File: src/rtl/pipe_pkg.sv
// Shared pipeline definitions: sequencer state encodings, register-specifier
// width and the HALT opcode shared with control_unit.
package pipe_pkg;

  localparam int REG_ADDR_W = 5;

  localparam logic [2:0] ST_RUN       = 3'd0;
  localparam logic [2:0] ST_STEP_WAIT = 3'd1;
  localparam logic [2:0] ST_STEP_EXEC = 3'd2;
  localparam logic [2:0] ST_DRAIN     = 3'd3;
  localparam logic [2:0] ST_HALTED    = 3'd4;

  localparam logic [5:0] OP_HALT = 6'h3F;

endpackage

File: src/rtl/pipeline_sequencer_hazard_detect.sv
// Load-use hazard compare between the load in EX and the operands read in ID.
module hazard_detect
  import pipe_pkg::*;
#(
  parameter int ADDR_W = pipe_pkg::REG_ADDR_W
) (
  input  logic              id_ex_mem_read_i,
  input  logic [ADDR_W-1:0] id_ex_rt_i,
  input  logic [ADDR_W-1:0] if_id_rs_i,
  input  logic [ADDR_W-1:0] if_id_rt_i,
  input  logic              if_id_uses_rt_i,
  output logic              load_use_o
);

  // $zero never carries a real dependency, so a load targeting it never stalls.
  assign load_use_o = id_ex_mem_read_i && (id_ex_rt_i != '0) &&
                      ((id_ex_rt_i == if_id_rs_i) ||
                       (if_id_uses_rt_i && (id_ex_rt_i == if_id_rt_i)));

endmodule

File: src/rtl/pipeline_sequencer.sv
// Run/stall/flush/step/halt controller for the 5-stage pipeline.
// Define PIPE_PERF_CNT_EN to add the cycle_cnt/stall_cnt performance counters.
module pipeline_sequencer #(
  parameter int REG_ADDR_W   = pipe_pkg::REG_ADDR_W,
  parameter int DRAIN_CYCLES = 3,
  parameter int CNT_W        = 32
) (
  input  logic                  clk,
  input  logic                  rst_n,
  input  logic                  step_mode,
  input  logic                  step_req,
  input  logic                  halt_in_id,
  input  logic                  id_ex_mem_read,
  input  logic [REG_ADDR_W-1:0] id_ex_rt,
  input  logic [REG_ADDR_W-1:0] if_id_rs,
  input  logic [REG_ADDR_W-1:0] if_id_rt,
  input  logic                  if_id_uses_rt,
  input  logic                  branch_taken,
  output logic                  pc_write,
  output logic                  if_id_write,
  output logic                  if_id_flush,
  output logic                  id_ex_bubble,
  output logic                  pipe_en,
  output logic                  halted,
  output logic [2:0]            state_o
`ifdef PIPE_PERF_CNT_EN
  ,
  output logic [CNT_W-1:0]      cycle_cnt,
  output logic [CNT_W-1:0]      stall_cnt
`endif
);

  import pipe_pkg::*;

  localparam int DW = (DRAIN_CYCLES > 1) ? $clog2(DRAIN_CYCLES) : 1;

  logic [2:0]    state_q, state_d;
  logic [DW-1:0] drain_q, drain_d;
  logic          step_req_q;
  logic          step_edge;
  logic          load_use;
  logic          active;

  hazard_detect #(.ADDR_W(REG_ADDR_W)) u_hazard (
    .id_ex_mem_read_i (id_ex_mem_read),
    .id_ex_rt_i       (id_ex_rt),
    .if_id_rs_i       (if_id_rs),
    .if_id_rt_i       (if_id_rt),
    .if_id_uses_rt_i  (if_id_uses_rt),
    .load_use_o       (load_use)
  );

  assign step_edge = step_req && !step_req_q;
  assign active    = (state_q == ST_RUN) || (state_q == ST_STEP_EXEC);
  assign state_o   = state_q;

  always_comb begin
    pc_write     = 1'b0;
    if_id_write  = 1'b0;
    if_id_flush  = 1'b0;
    id_ex_bubble = 1'b0;
    pipe_en      = 1'b0;
    halted       = 1'b0;
    case (state_q)
      ST_RUN, ST_STEP_EXEC: begin
        pipe_en = 1'b1;
        if (branch_taken) begin
          pc_write     = 1'b1;
          if_id_write  = 1'b1;
          if_id_flush  = 1'b1;
          id_ex_bubble = 1'b1;
        end else if (load_use) begin
          id_ex_bubble = 1'b1;
        end else begin
          pc_write    = 1'b1;
          if_id_write = 1'b1;
        end
      end
      // Front end frozen while older instructions retire behind bubbles.
      ST_DRAIN: begin
        id_ex_bubble = 1'b1;
        pipe_en      = 1'b1;
      end
      ST_HALTED: halted = 1'b1;
      default: ;
    endcase
  end

  always_comb begin
    state_d = state_q;
    drain_d = drain_q;
    case (state_q)
      ST_RUN: begin
        if (halt_in_id && !branch_taken) begin
          state_d = ST_DRAIN;
          drain_d = DW'(DRAIN_CYCLES - 1);
        end else if (step_mode) begin
          state_d = ST_STEP_WAIT;
        end
      end
      ST_STEP_WAIT: begin
        if (!step_mode)     state_d = ST_RUN;
        else if (step_edge) state_d = ST_STEP_EXEC;
      end
      ST_STEP_EXEC: begin
        if (halt_in_id && !branch_taken) begin
          state_d = ST_DRAIN;
          drain_d = DW'(DRAIN_CYCLES - 1);
        end else begin
          state_d = step_mode ? ST_STEP_WAIT : ST_RUN;
        end
      end
      ST_DRAIN: begin
        if (drain_q == '0) state_d = ST_HALTED;
        else               drain_d = drain_q - 1'b1;
      end
      default: state_d = ST_HALTED;
    endcase
  end

  always_ff @(posedge clk or negedge rst_n) begin
    if (!rst_n) begin
      state_q    <= ST_RUN;
      drain_q    <= '0;
      step_req_q <= 1'b0;
    end else begin
      state_q    <= state_d;
      drain_q    <= drain_d;
      step_req_q <= step_req;
    end
  end

`ifdef PIPE_PERF_CNT_EN
  function automatic logic [CNT_W-1:0] sat_inc(input logic [CNT_W-1:0] v);
    return (&v) ? v : v + 1'b1;
  endfunction

  logic [CNT_W-1:0] cycle_cnt_q, stall_cnt_q;

  always_ff @(posedge clk or negedge rst_n) begin
    if (!rst_n) begin
      cycle_cnt_q <= '0;
      stall_cnt_q <= '0;
    end else begin
      if (pipe_en) cycle_cnt_q <= sat_inc(cycle_cnt_q);
      if (active && !branch_taken && load_use) stall_cnt_q <= sat_inc(stall_cnt_q);
    end
  end

  assign cycle_cnt = cycle_cnt_q;
  assign stall_cnt = stall_cnt_q;
`endif

endmodule

File: config.mk
export PLATFORM = sky130hd
export DESIGN_NAME = pipeline_sequencer
export DESIGN_NICKNAME = d
export VERILOG_FILES = /design/src/rtl/pipe_pkg.sv /design/src/rtl/pipeline_sequencer_hazard_detect.sv /design/src/rtl/pipeline_sequencer.sv
export SDC_FILE = /design/constraint.sdc
export NUM_CORES = 1
export LEC_CHECK = 0
export ABC_AREA = 1
export CAP_MARGIN = 10
export CORE_MARGIN = 2
export CORE_UTILIZATION = 42
export CTS_BUF_LIST = sky130_fd_sc_hd__clkbuf_2
export CTS_CLUSTER_SIZE = 16
export DETAILED_ROUTE_END_ITERATION = 8
export GPL_TIMING_DRIVEN = 0
export PLACE_DENSITY = 0.87
export SYNTH_ARGS = -nofsm -noshare
export SYNTH_HDL_FRONTEND = slang
export SYNTH_SLANG_ARGS = --single-unit
File: constraint.sdc
create_clock -name clk -period 1.83 [get_ports clk]
set_clock_uncertainty 0.05 [all_clocks]
set_input_delay 0.2745 -clock clk [delete_from_list [all_inputs] [get_ports clk]]
set_output_delay 0.2745 -clock clk [all_outputs]
set_load 0.01 [all_outputs]
==> out/metrics.cfg <==
[status]
status = finished, final reports clean

[placement]
place_congestion = 0.764
portBuffers = 31
placedInstanceArea_um2 = 900
dpl.hpwl_um = 1160
placed_cells = 149

[route]
drt-total-wl_um = 1330
viasPerCell = 4.47
remaining_drc_errors = 0
num_vias = 688
final_antenna_net_count = 0
first_pass_iters = 4
wire_per_inst_um = 8.66
drt-initial-drc-count = 9

[synthesis]
synth_top_flop_cell = dfrtp_1
ys_warn_count = 0
ys_top_cells_by_area = dfrtp_1 (26%), nand2_1 (23%), inv_1 (16%)
synth_seq_cells = 6
synth_async_sr_flop_share = 1.00
synthesis.area_um2 = 571
ys_types = 19
synth_top_cell_area_share = 0.263
ys_seq_area_frac = 0.263
synth_cells = 103
netlist_top_cells_count = nand2_1 (35), inv_1 (24), nor2_1 (15)
synth_edf_count = 0
synth_area_leader_cell = dfrtp_1
syn_avg_cell_area_um2 = 5.54
yosysMostFrequentCell = nand2_1
syn-num-nets = 127

[finish]
drive_gt1_frac = 0.144
instances_no_fill = 154
finalInstanceArea_um2 = 908
n_antenna_cell = 0
utilization = 0.707
synthToLayoutAreaGrowth_pct = 59.2
fin_nets = 165

[cts]
clk_pin_slew_ns = 0.07
cts.path.max_buffers = 2
cts_max_level = 1
clk_latency_ns = 0.23
clock-sinks = 6
root_buffer = clkbuf_2
numCtsBuffers = 3
tritoncts = done

[setup_path]
ff2ff_path_depth = 6
r2r_setup_slack_ns = 0.63
cp_max_fo = 2
r2r_start = state_o[2]
critPathRequiredTime_ns = 1.51
crit_type = in -> out
r2r-end = drain_q[0]
critPathLaunch = if_id_rs[4]
cp-start-kind = input port
crit_path_end_kind = primary output
endpoint = id_ex_bubble
arrival_ns = 1.43

[power_and_ir_drop]
vdd_drop_max_mv = 0.562
intPower_uw = 503
p_switching_uw = 375
powerDensity_mw_per_mm2 = 967
swShare = 0.427
seq_power_share = 0.236
total_power_uw = 878
clockPowerShare = 0.106
p_leak_uw = 0.000570
combPwrFrac = 0.658

[sta]
fmax_ghz = 0.570
final_hold_viol_count = 0
fin_crit_sh = 0.959
fin_crit_ns = 1.75
slew_viol_final = 0
worstMarginPinSlew_ns = 0.271
setup_viol = 0
relSlewSlack = 0.819

[global_route]
grt_usage = 0.192
overflow = 0
grt_pass1_wl_um = 2060
grt_max_degree = 7
antenna_found_initial = 0
grt_pass1_vias = 550

[die]
die_w_um = 40.9
core_area_mm2 = 0.00128
ioPinCount = 32
die-height_um = 40.9
start_util = 0.444
die-area_mm2 = 0.00167
num_rows = 13

[min_path]
hold_path.class = in -> async

[job]
drv_cap = 0

kinds of logic after synthesis:
kind of cell / share of synthesized area
flops: 0.263
buf+inv: 0.191
compound gates: 0.0943
fa+ha+maj: 0.0219
simple gates: 0.414
xor+xnor: 0.0154
critical path, stage by stage:
cell             delay (ns)
clkdlybuf4s50_1        0.47
xnor2_1                0.12
nand3_1                0.09
nand2_1                0.08
nand2_2                0.06
buf_4                  0.12
a21oi_2                0.09
buf_2                  0.13
power by group through the flow:
stage	logic, uW	registers (uW)	clock network (uW)
global placement	581	215	0
floorplan	307	226	0
detailed placement	598	217	0
global route	652	211	110
CTS	565	206	98.6
finish	578	207	93.0
through the flow:
step	setup TNS [ns]	hold WS, ns	setup WS [ns]
finish	0	0.226	0.0753
global route	-0.00152	0.218	-0.00152
CTS	0	0.218	0.0218
detailed placement	-1.29	0.474	-0.488
global placement	-1.21	0.469	-0.456
floorplan	0	-0.0711	0.392
area by class of cell:
cell class              count  area, um^2
inverters                  27         101
flip-flops and latches      6         150
clock buffers               3        15.0
repair buffers             33         302
fillers                   120         377
well taps                  15        18.8
plain buffers               1        7.51
multi-input cells          69         314
metal layers:
layer,vias up,share of wire,global-route usage
li1,373,-,-
met2,20,0.48,0.336
met5,-,0,0
met4,0,0.013,0.0750
met3,2,0.057,0.0652
met1,293,0.45,0.209
cell usage in the layout, fill, tap and decap left out:
cell type | netlist | routed
o21ai_0 | 1 | 1
dlygate4sd2_1 | 0 | 16
nand2_1 | 35 | 35
nor2_1 | 15 | 14
a21oi_1 | 2 | 2
o21ai_1 | 1 | 1
nand4_1 | 1 | 1
nor2_2 | 1 | 2
xnor2_1 | 1 | 1
nor3_1 | 1 | 1
ha_1 | 1 | 1
inv_2 | 3 | 5
nand3_1 | 5 | 5
dlymetal6s2s_1 | 0 | 2
inv_1 | 24 | 22
clkdlybuf4s50_1 | 0 | 10
a21oi_2 | 2 | 2
buf_4 | 1 | 3
buf_6 | 0 | 1
buf_2 | 0 | 2
clkbuf_2 | 0 | 3
o21ai_2 | 1 | 1
a22oi_1 | 1 | 1
dfrtp_1 | 6 | 6
nand2_2 | 1 | 1
what timing repair did:
action	in CTS	in global routing
hold buffers	0	0
gates resized for setup	31	3
buffers inserted	1	1
setup endpoints to repair	5	1
pin swaps	6	9
endpoints found under the hold margin	0	0
registers in the layout, indices dropped and copies added (netlist names):
register and flops:
step_req_q 1, state_o 3, drain_q 2
how the worst min path moves through the flow:
stage | start | end | slack [ns] | cells after the start
2_1_floorplan | rst_n | drain_q[0] | -0.07 | 0
3_3_place_gp | drain_q[1] | drain_q[1] | 0.47 | 2
3_5_place_dp | drain_q[1] | drain_q[1] | 0.47 | 2
4_1_cts | rst_n | state_o[2] | 0.22 | 1
5_1_grt | rst_n | state_o[1] | 0.22 | 1
6_report | rst_n | state_o[1] | 0.23 | 1
No activity file was read; power rests on OpenSTA's default activity.
